**config.mk**
```make
export PLATFORM = sky130hd
export DESIGN_NAME = or1200_ram_loader
export DESIGN_NICKNAME = d
export VERILOG_FILES = /design/src/rtl/or1200_loader_pkg.sv /design/src/rtl/or1200_loader_word_asm.sv /design/src/rtl/or1200_ram_loader.sv
export SDC_FILE = /design/constraint.sdc
export NUM_CORES = 1
export LEC_CHECK = 0
export ABC_AREA = 0
export CAP_MARGIN = 25
export CORE_ASPECT_RATIO = 1.5
export CORE_UTILIZATION = 30
export CTS_CLUSTER_DIAMETER = 100
export DETAILED_ROUTE_END_ITERATION = 8
export GPL_TIMING_DRIVEN = 0
export SLEW_MARGIN = 5
export SYNTH_ARGS = -nofsm -noshare
export SYNTH_HDL_FRONTEND = slang
export SYNTH_SLANG_ARGS = --single-unit
export TNS_END_PERCENT = 1
```
**constraint.sdc**
```tcl
create_clock -name clk_i -period 11.5 [get_ports clk_i]
set_input_delay 2.3 -clock clk_i [delete_from_list [all_inputs] [get_ports clk_i]]
set_output_delay 2.3 -clock clk_i [all_outputs]
set_load 0.03 [all_outputs]
```
**src/rtl/or1200_loader_pkg.sv**
```systemverilog
// Shared definitions for the or1200 RAM boot loader: FSM encoding,
// frame geometry and the default frame-start byte.
package or1200_loader_pkg;

  typedef enum logic [2:0] {
    ST_IDLE,
    ST_HDR,
    ST_DATA,
    ST_WRITE,
    ST_CSUM,
    ST_RELEASE,
    ST_ERROR
  } ld_state_e;

  localparam int         HDR_BYTES      = 4;
  localparam int         BYTES_PER_WORD = 4;
  localparam logic [7:0] DEFAULT_MAGIC  = 8'hA5;

endpackage

```
**src/rtl/or1200_loader_word_asm.sv**
```systemverilog
// Big-endian word assembler: shifts bytes in MSB first and flags the
// byte that completes a 32-bit word (combinational, same cycle as strobe).
module or1200_loader_word_asm
  import or1200_loader_pkg::*;
(
  input  logic        clk_i,
  input  logic        rst_i,
  input  logic [7:0]  byte_i,
  input  logic        strobe_i,
  input  logic        clear_i,
  output logic [31:0] word_o,
  output logic        word_full_o
);

  logic [31:0] word_q, word_d;
  logic [1:0]  lane_q, lane_d;

  assign word_o      = word_q;
  assign word_full_o = strobe_i & (lane_q == 2'(BYTES_PER_WORD - 1));

  // Next-state: clear restarts the lane count, strobe shifts a byte in.
  always_comb begin
    word_d = word_q;
    lane_d = lane_q;
    if (clear_i) begin
      lane_d = 2'd0;
    end else if (strobe_i) begin
      word_d = {word_q[23:0], byte_i};
      lane_d = lane_q + 2'd1;
    end
  end

  // Shift register and lane counter; reset drops any partial word.
  always_ff @(posedge clk_i or posedge rst_i) begin
    if (rst_i) begin
      word_q <= '0;
      lane_q <= '0;
    end else begin
      word_q <= word_d;
      lane_q <= lane_d;
    end
  end

endmodule

```
**src/rtl/or1200_ram_loader.sv**
```systemverilog
// Boot loader for the or1200 external RAM port. Parses a framed byte
// stream (MAGIC, ADDR_HI, ADDR_LO, CNT_HI, CNT_LO, payload), writes one
// word per WRITE cycle while holding the CPU stalled, then releases it.
// Optional checksum byte and sticky error: define OR1200_RAM_LOADER_CSUM_EN.
module or1200_ram_loader
  import or1200_loader_pkg::*;
#(
  parameter int         ADDR_W      = 16,
  parameter logic [7:0] MAGIC       = DEFAULT_MAGIC,
  parameter int         RELEASE_DLY = 4
) (
  input  logic              clk_i,
  input  logic              rst_i,
  input  logic [7:0]        byte_i,
  input  logic              byte_valid_i,
  output logic              byte_ready_o,
  output logic              cpu_stall_o,
  output logic              ram_we_o,
  output logic [ADDR_W-1:0] ram_addr_o,
  output logic [31:0]       ram_data_o,
  output logic              busy_o,
  output logic              done_o,
  output logic              err_o
);

  localparam int REL_W = $clog2(RELEASE_DLY + 1);

`ifdef OR1200_RAM_LOADER_CSUM_EN
  localparam ld_state_e END_ST = ST_CSUM;
`else
  localparam ld_state_e END_ST = ST_RELEASE;
`endif

  ld_state_e         state_q, state_d;
  logic [23:0]       hdr_q, hdr_d;
  logic [1:0]        hcnt_q, hcnt_d;
  logic [ADDR_W-1:0] base_q, base_d;
  logic [15:0]       cnt_q, cnt_d;
  logic [16:0]       idx_q, idx_d;     // 17 bits: end compare never wraps
  logic [REL_W-1:0]  rel_q, rel_d;
  logic              stall_q, stall_d;
  logic              done_q, done_d;
  logic [ADDR_W-1:0] ahold_q, ahold_d;
  logic [31:0]       dhold_q, dhold_d;
`ifdef OR1200_RAM_LOADER_CSUM_EN
  logic [7:0]        csum_q, csum_d;
  logic              err_q, err_d;
`endif

  logic              acc;
  logic [31:0]       asm_word;
  logic              asm_full;
  logic [ADDR_W-1:0] wr_addr;

  // Ready is withheld during reset so every output reads 0 while rst_i is high.
  assign byte_ready_o = ~rst_i & (state_q != ST_WRITE) & (state_q != ST_RELEASE);
  assign acc          = byte_valid_i & byte_ready_o;
  assign wr_addr      = base_q + ADDR_W'(idx_q);

  assign ram_we_o    = (state_q == ST_WRITE);
  assign ram_addr_o  = ram_we_o ? wr_addr  : ahold_q;
  assign ram_data_o  = ram_we_o ? asm_word : dhold_q;
  assign cpu_stall_o = stall_q;
  assign busy_o      = (state_q != ST_IDLE);
  assign done_o      = done_q;
`ifdef OR1200_RAM_LOADER_CSUM_EN
  assign err_o       = err_q;
`else
  assign err_o       = 1'b0;
`endif

  or1200_loader_word_asm u_word_asm (
    .clk_i       (clk_i),
    .rst_i       (rst_i),
    .byte_i      (byte_i),
    .strobe_i    (acc & (state_q == ST_DATA)),
    .clear_i     ((state_q == ST_IDLE) | (state_q == ST_ERROR)),
    .word_o      (asm_word),
    .word_full_o (asm_full)
  );

  // Frame FSM: next state, header/count bookkeeping, release timer.
  always_comb begin
    state_d = state_q;
    hdr_d   = hdr_q;
    hcnt_d  = hcnt_q;
    base_d  = base_q;
    cnt_d   = cnt_q;
    idx_d   = idx_q;
    rel_d   = rel_q;
    stall_d = stall_q;
    done_d  = 1'b0;
    ahold_d = ahold_q;
    dhold_d = dhold_q;
`ifdef OR1200_RAM_LOADER_CSUM_EN
    csum_d  = csum_q;
    err_d   = err_q;
`endif
    unique case (state_q)
      ST_IDLE: begin
        if (acc && byte_i == MAGIC) begin
          state_d = ST_HDR;
          stall_d = 1'b1;
          hcnt_d  = 2'd0;
          idx_d   = '0;
`ifdef OR1200_RAM_LOADER_CSUM_EN
          csum_d  = 8'd0;
`endif
        end
      end
      ST_HDR: begin
        if (acc) begin
          hdr_d  = {hdr_q[15:0], byte_i};
          hcnt_d = hcnt_q + 2'd1;
`ifdef OR1200_RAM_LOADER_CSUM_EN
          csum_d = csum_q ^ byte_i;
`endif
          if (hcnt_q == 2'(HDR_BYTES - 1)) begin
            base_d  = ADDR_W'(hdr_q[23:8]);
            cnt_d   = {hdr_q[7:0], byte_i};
            state_d = (cnt_d == 16'd0) ? END_ST : ST_DATA;
          end
        end
      end
      ST_DATA: begin
        if (acc) begin
`ifdef OR1200_RAM_LOADER_CSUM_EN
          csum_d = csum_q ^ byte_i;
`endif
          if (asm_full) state_d = ST_WRITE;
        end
      end
      ST_WRITE: begin
        ahold_d = wr_addr;
        dhold_d = asm_word;
        idx_d   = idx_q + 17'd1;
        state_d = (idx_d == {1'b0, cnt_q}) ? END_ST : ST_DATA;
      end
`ifdef OR1200_RAM_LOADER_CSUM_EN
      ST_CSUM: begin
        if (acc) begin
          if (byte_i == csum_q) begin
            state_d = ST_RELEASE;
          end else begin
            state_d = ST_ERROR;
            err_d   = 1'b1;
          end
        end
      end
      ST_ERROR: begin
        // Stall stays asserted; only a fresh MAGIC restarts the load.
        if (acc && byte_i == MAGIC) begin
          state_d = ST_HDR;
          err_d   = 1'b0;
          hcnt_d  = 2'd0;
          idx_d   = '0;
          csum_d  = 8'd0;
        end
      end
`endif
      ST_RELEASE: begin
        if (rel_q <= REL_W'(1)) begin
          state_d = ST_IDLE;
          stall_d = 1'b0;
          done_d  = 1'b1;
        end else begin
          rel_d = rel_q - REL_W'(1);
        end
      end
      default: state_d = ST_IDLE;
    endcase
    // Timer loads on entry; done lands RELEASE_DLY cycles after the last
    // write (or after the header of an empty frame / the checksum byte).
    if (state_d == ST_RELEASE && state_q != ST_RELEASE)
      rel_d = REL_W'(RELEASE_DLY - 1);
  end

  // State and datapath registers.
  always_ff @(posedge clk_i or posedge rst_i) begin
    if (rst_i) begin
      state_q <= ST_IDLE;
      hdr_q   <= '0;
      hcnt_q  <= '0;
      base_q  <= '0;
      cnt_q   <= '0;
      idx_q   <= '0;
      rel_q   <= '0;
      stall_q <= 1'b0;
      done_q  <= 1'b0;
      ahold_q <= '0;
      dhold_q <= '0;
`ifdef OR1200_RAM_LOADER_CSUM_EN
      csum_q  <= '0;
      err_q   <= 1'b0;
`endif
    end else begin
      state_q <= state_d;
      hdr_q   <= hdr_d;
      hcnt_q  <= hcnt_d;
      base_q  <= base_d;
      cnt_q   <= cnt_d;
      idx_q   <= idx_d;
      rel_q   <= rel_d;
      stall_q <= stall_d;
      done_q  <= done_d;
      ahold_q <= ahold_d;
      dhold_q <= dhold_d;
`ifdef OR1200_RAM_LOADER_CSUM_EN
      csum_q  <= csum_d;
      err_q   <= err_d;
`endif
    end
  end

endmodule
```
Word level (Yosys, flattened, before mapping):

Index checks and enable logic that the tools add are counted.

* equality and inequality tests: 16
* bitwise logic cells: 8
* reductions and logical operators: 17
* mux-type cells: 26
* add/sub/neg operators: 5
* $lt $le $gt $ge: 1

Operator list (number)
* case mux 17 bit (2 select lines): 1
* two-way mux 3 bit: 11
* two-way mux 32 bit: 1
* adder 17 x 1 -> 17 bit (second input constant): 1
* equality test 17 x 16 -> 1 bit: 1
* two-way mux 17 bit: 1
* adder 16 bit: 1
* logical NOT 16 bit: 1
* two-way mux 16 bit: 1
* case mux 3 bit (5 select lines): 1
* nonzero test 2 bit: 5
* equality test 3 bit (second input constant): 3
* AND reduction 3 bit: 3
* equality test 8 bit (second input constant): 1
* two-way mux 2 bit: 4
* AND reduction 2 bit: 4
* equality test 3 x 2 -> 1 bit (second input constant): 2
* bitwise AND 1 bit: 5
* adder 2 x 1 -> 2 bit (second input constant): 2
* equality test 2 bit (second input constant): 2
* two-way mux 1 bit: 4
* != test 2 x 1 -> 1 bit (second input constant): 2
* != test 2 bit (second input constant): 2
* case mux 2 bit (2 select lines): 1
* other kinds (11): 13

* register bits: 165
* logic and storage cells: 86
* input bits: 11

Depth between registers and ports, before layout:

* depth after elaboration: 13
* depth in mapped cells: 10
* gate-level depth less buffers: 10

Cells and area by module:

A second synthesis with hierarchy kept.

* cells, all modules: 773
* area total of the unflattened synthesis: 8132.8 µm²

Modules (own cells, without submodules)
* or1200_ram_loader: area an instance 6682.7 µm², seq. area each 3278.1 µm², times used 1, cells an instance 695
* or1200_loader_word_asm: area an instance 1450.1 µm², seq. area each 850.8 µm², times used 1, cells an instance 78

Least setup slack after synthesis:

Ideal clock, no wire load.

* path type: input-to-output
* from: input rst_i
* to: output byte_ready_o
* path buffers: 0
* arrival time: 2.814 ns
* slack: 6.386 ns
* stages: 1
* data required time: 9.200 ns
* cell sequence: a21oi_1

* longest elaborated chain between the ends: 3

RTL lines
* start, declared: RTL line or1200_ram_loader.sv:13 `input logic rst_i,`
* inverter 1 bit: RTL line or1200_ram_loader.sv:56 `assign byte_ready_o = ~rst_i & (state_q != ST_WRITE) & (state_q != ST_RELEASE);`
* bitwise AND 1 bit (2 in series): RTL line or1200_ram_loader.sv:56
* end, declared: RTL line or1200_ram_loader.sv:16 `output logic byte_ready_o,`

No other way between the ends.

Worst setup path after layout:

Ends and elaborated chain as after synthesis.

==> reports/qor.txt <==
Synth cell count leaders -> 308 x nand2_1, 165 x dfrtp_1, 40 x o21ai_0
Kind of end point of the critical path -> primary output
Post-CTS setup buffer count -> 0
Final hold violations -> 0
Final Skew -> 8.20 ps
Row Count -> 72
Metal-1 WL -> 8.02 mm
Mux contribution to synthesized area -> 0.0461
Worst vdd ir -> 0.000109 V
Clock latency on the worst-skew pair -> 440 ps
Input/output buffers -> 63
GRT Overall Usage -> 0.156
H-tree levels -> 4
Worst Path Required -> 9200 ps
Main synth FF type -> dfrtp_1
Final GP Congestion -> 0.822
Syn avg cell area -> 9.33 sq um
Slowest Stage Delay on Critical Path -> 710 ps
Final worst path period need -> 6110 ps
Die area -> 26700 sq um
DRT iter0 DRCs -> 430
Via count -> 6123
Diode count -> 0
CP max stage cell -> clkdlybuf4s50_1
Period utilization -> 0.531
Cell leakage power -> 4.63 nW
YS warnings -> 0
Worst-Margin Slew -> 797 ps
Total Power -> 2.31 mW
Peak Freq -> 164 MHz
Synth Net Count -> 869
Max Slew Vio Count -> 0
Outcome -> finished clean
Async SR Flop Fraction -> 1.00
Crit-path max FO -> 4
Crit start category -> input port
Post-Synth XOR/XNOR Area -> 0.0370
Drt pass-1 iters -> 5
Cts bufs inserted -> 17
Setup TNS -> 0 ps
Number of remaining DRC errors -> 0
Slew headroom -> 0.468
Initial Util -> 0.304
Main combinational cell family by area after synthesis -> simple AND/OR/NAND/NOR gates
Synth Cell Area -> 7810 sq um
Post-synth top area share -> 0.529
WL per Instance -> 15.4 microns
Final Net Count -> 952
Min-Delay Path Class -> register to register
Setup Viol. Count Final -> 0
Routed Antenna Nets -> 0
Met2 WL -> 10.3 mm
Vias/cell -> 4.84
# clock sinks -> 165
Global route total overflow -> 0
Pwr Density -> 241 nW/um^2
Most frequent cell after synthesis -> nand2_1
Area growth syn-to-layout -> 23.0%
Maxcap violations -> 0
Met3 WL post-DR -> 676 microns
Layout cell share with drive strength beyond 1 -> 0.0847
Compound-Gate Fraction of Synth Area -> 0.0932
Critical path arrival -> 3810 ps
DRT Wirelength -> 19.6 mm
DP HPWL -> 14.4 mm
CTS resizes -> 0
Crit path kind -> input port to primary output
Clock Pin Slew Worst Setup and Hold Paths -> 60 ps
Vias in the first global route -> 6077
Mapped Cells -> 837
Netlist cell types -> 64
#FFs+latches synth -> 165
RSZ-0062 raised after global routing -> no
Most Frequent Cell on Critical Path -> clkdlybuf4s50_1
EDFF count, synth -> 0
CTS tree -> yes
First-pass GRT wire length -> 31.9 mm
Die height -> 200 microns
Total I/O pin count -> 65
Die extent in x -> 134 microns
Root Driver -> clkbuf_16
Core Region -> 25700 sq um
Initial antenna violation count -> 0
Top cell type by total area after synthesis -> dfrtp_1
Simple-gate share of the synthesized area -> 0.233
Top cells by area, synth -> dfrtp_1 53%, nand2_1 15%, mux2_2 4.6%
# hold bufs at CTS -> 0
Crit path cell chain -> clkdlybuf4s50_1 -> a21oi_1 -> clkdlybuf4s50_1
Clk buf depth -> 2
Adder-cell share of the synthesized area -> 0.0346
Largest net degree at the start of global routing -> 112
Register area share after synthesis -> 0.529
Top Layer Used -> met4
==> path summary, 6_finish.rpt <==
check,from,to,slack (ps),cells past startpoint
min in group asynchronous,rst_i,rel_q[2],2350,2
max in group asynchronous,rst_i,ahold_q[13],8250,3
max reg2reg,idx_q[0],rel_q[2],8370,8
min,dhold_q[20],dhold_q[20],470,2
max,rst_i,byte_ready_o,5390,3
min reg2reg,dhold_q[20],dhold_q[20],470,2
==> sequential cells by signal, summed over array words and instances (netlist names) <==
| register | count |
|---|---|
| ahold_q | 16 |
| cnt_q | 16 |
| u_word_asm.word_o | 32 |
| dhold_q | 32 |
| hcnt_q | 2 |
| state_q | 3 |
| cpu_stall_o | 1 |
| hdr_q | 24 |
| idx_q | 17 |
| u_word_asm.lane_q | 2 |
| rel_q | 3 |
| base_q | 16 |
| done_o | 1 |
==> critical path: cells and delay by family <==
kind	cells	cell delay, ps
AO/OA/AOI/OAI	1	240
buffers and inverters	2	1260
==> through the flow <==
| step | area, sq um | setup slack (ps) | hold slack, ps | instances | util |
|---|---|---|---|---|---|
| 2_1_floorplan | 7810 | 4740 | 442 | 837 | - |
| 5_1_grt | 9610 | 5060 | 505 | 1266 | 0.374 |
| 3_3_place_gp | 8860 | 2270 | 454 | 1233 | 0.345 |
| 6_report | 9610 | 5390 | 472 | 1266 | 0.374 |
| 4_1_cts | 9610 | 5340 | 475 | 1266 | 0.374 |
| 3_5_place_dp | 8890 | 5390 | 459 | 1234 | 0.346 |
==> final cells by class <==
| class | instances | area, sq um |
|---|---|---|
| Timing Repair Buffer | 64 | 658 |
| Clock inverter | 11 | 243 |
| Multi-Input combinational cell | 619 | 3470 |
| Buffer | 38 | 156 |
| Tap cell | 333 | 417 |
| Clock buffer | 21 | 470 |
| Fill cell | 2547 | 16100 |
| Sequential cell | 165 | 4130 |
| Inverter | 15 | 63.8 |
==> where the power goes <==
group / switching (mW) / total, mW / internal [mW] / leakage (nW)
registers: 0.158 / 0.904 / 0.746 / 2.17
logic: 0.416 / 0.722 / 0.305 / 2.12
clock network: 0.237 / 0.685 / 0.448 / 0.341
total: 0.812 / 2.31 / 1.50 / 4.63
==> cell usage in the layout, fill, tap and decap left out, types with 6 or more instances in the layout <==
master | synthesis | layout
and3_1 | 6 | 6
xor2_1 | 14 | 14
a21oi_1 | 9 | 9
nor2_1 | 32 | 32
mux2_2 | 32 | 32
ha_1 | 20 | 20
clkbuf_16 | 0 | 17
o21ai_0 | 40 | 40
xnor2_1 | 19 | 19
dfrtp_1 | 165 | 165
o31ai_1 | 14 | 14
bufinv_16 | 0 | 7
nand2_1 | 308 | 308
inv_1 | 13 | 12
nand3_1 | 16 | 16
clkdlybuf4s50_1 | 0 | 63
a21o_1 | 6 | 6
buf_1 | 12 | 12
nor3_1 | 11 | 11
clkbuf_1 | 22 | 23
or3_1 | 6 | 6
==> metal layers <==
metal | track usage | up-vias
met1 | 0.178 | 3001
met5 | 0 | -
met4 | 0.0783 | 0
li1 | - | 2975
met2 | 0.278 | 113
met3 | 0.0264 | 34
==> kinds of logic (layout without fill, tap and decap cells) <==
group                    count (synthesis)  after routing
buffers and inverters                   53            149
XOR/XNOR                                33             33
adder cells (fa/ha/maj)                 21             21
multiplexers                            32             32
AND/OR/NAND/NOR                        424            424
other                                    1              1
flip-flops                             165            165
AO/OA/AOI/OAI                          108            108
Power figures use the tool's default switching activity.
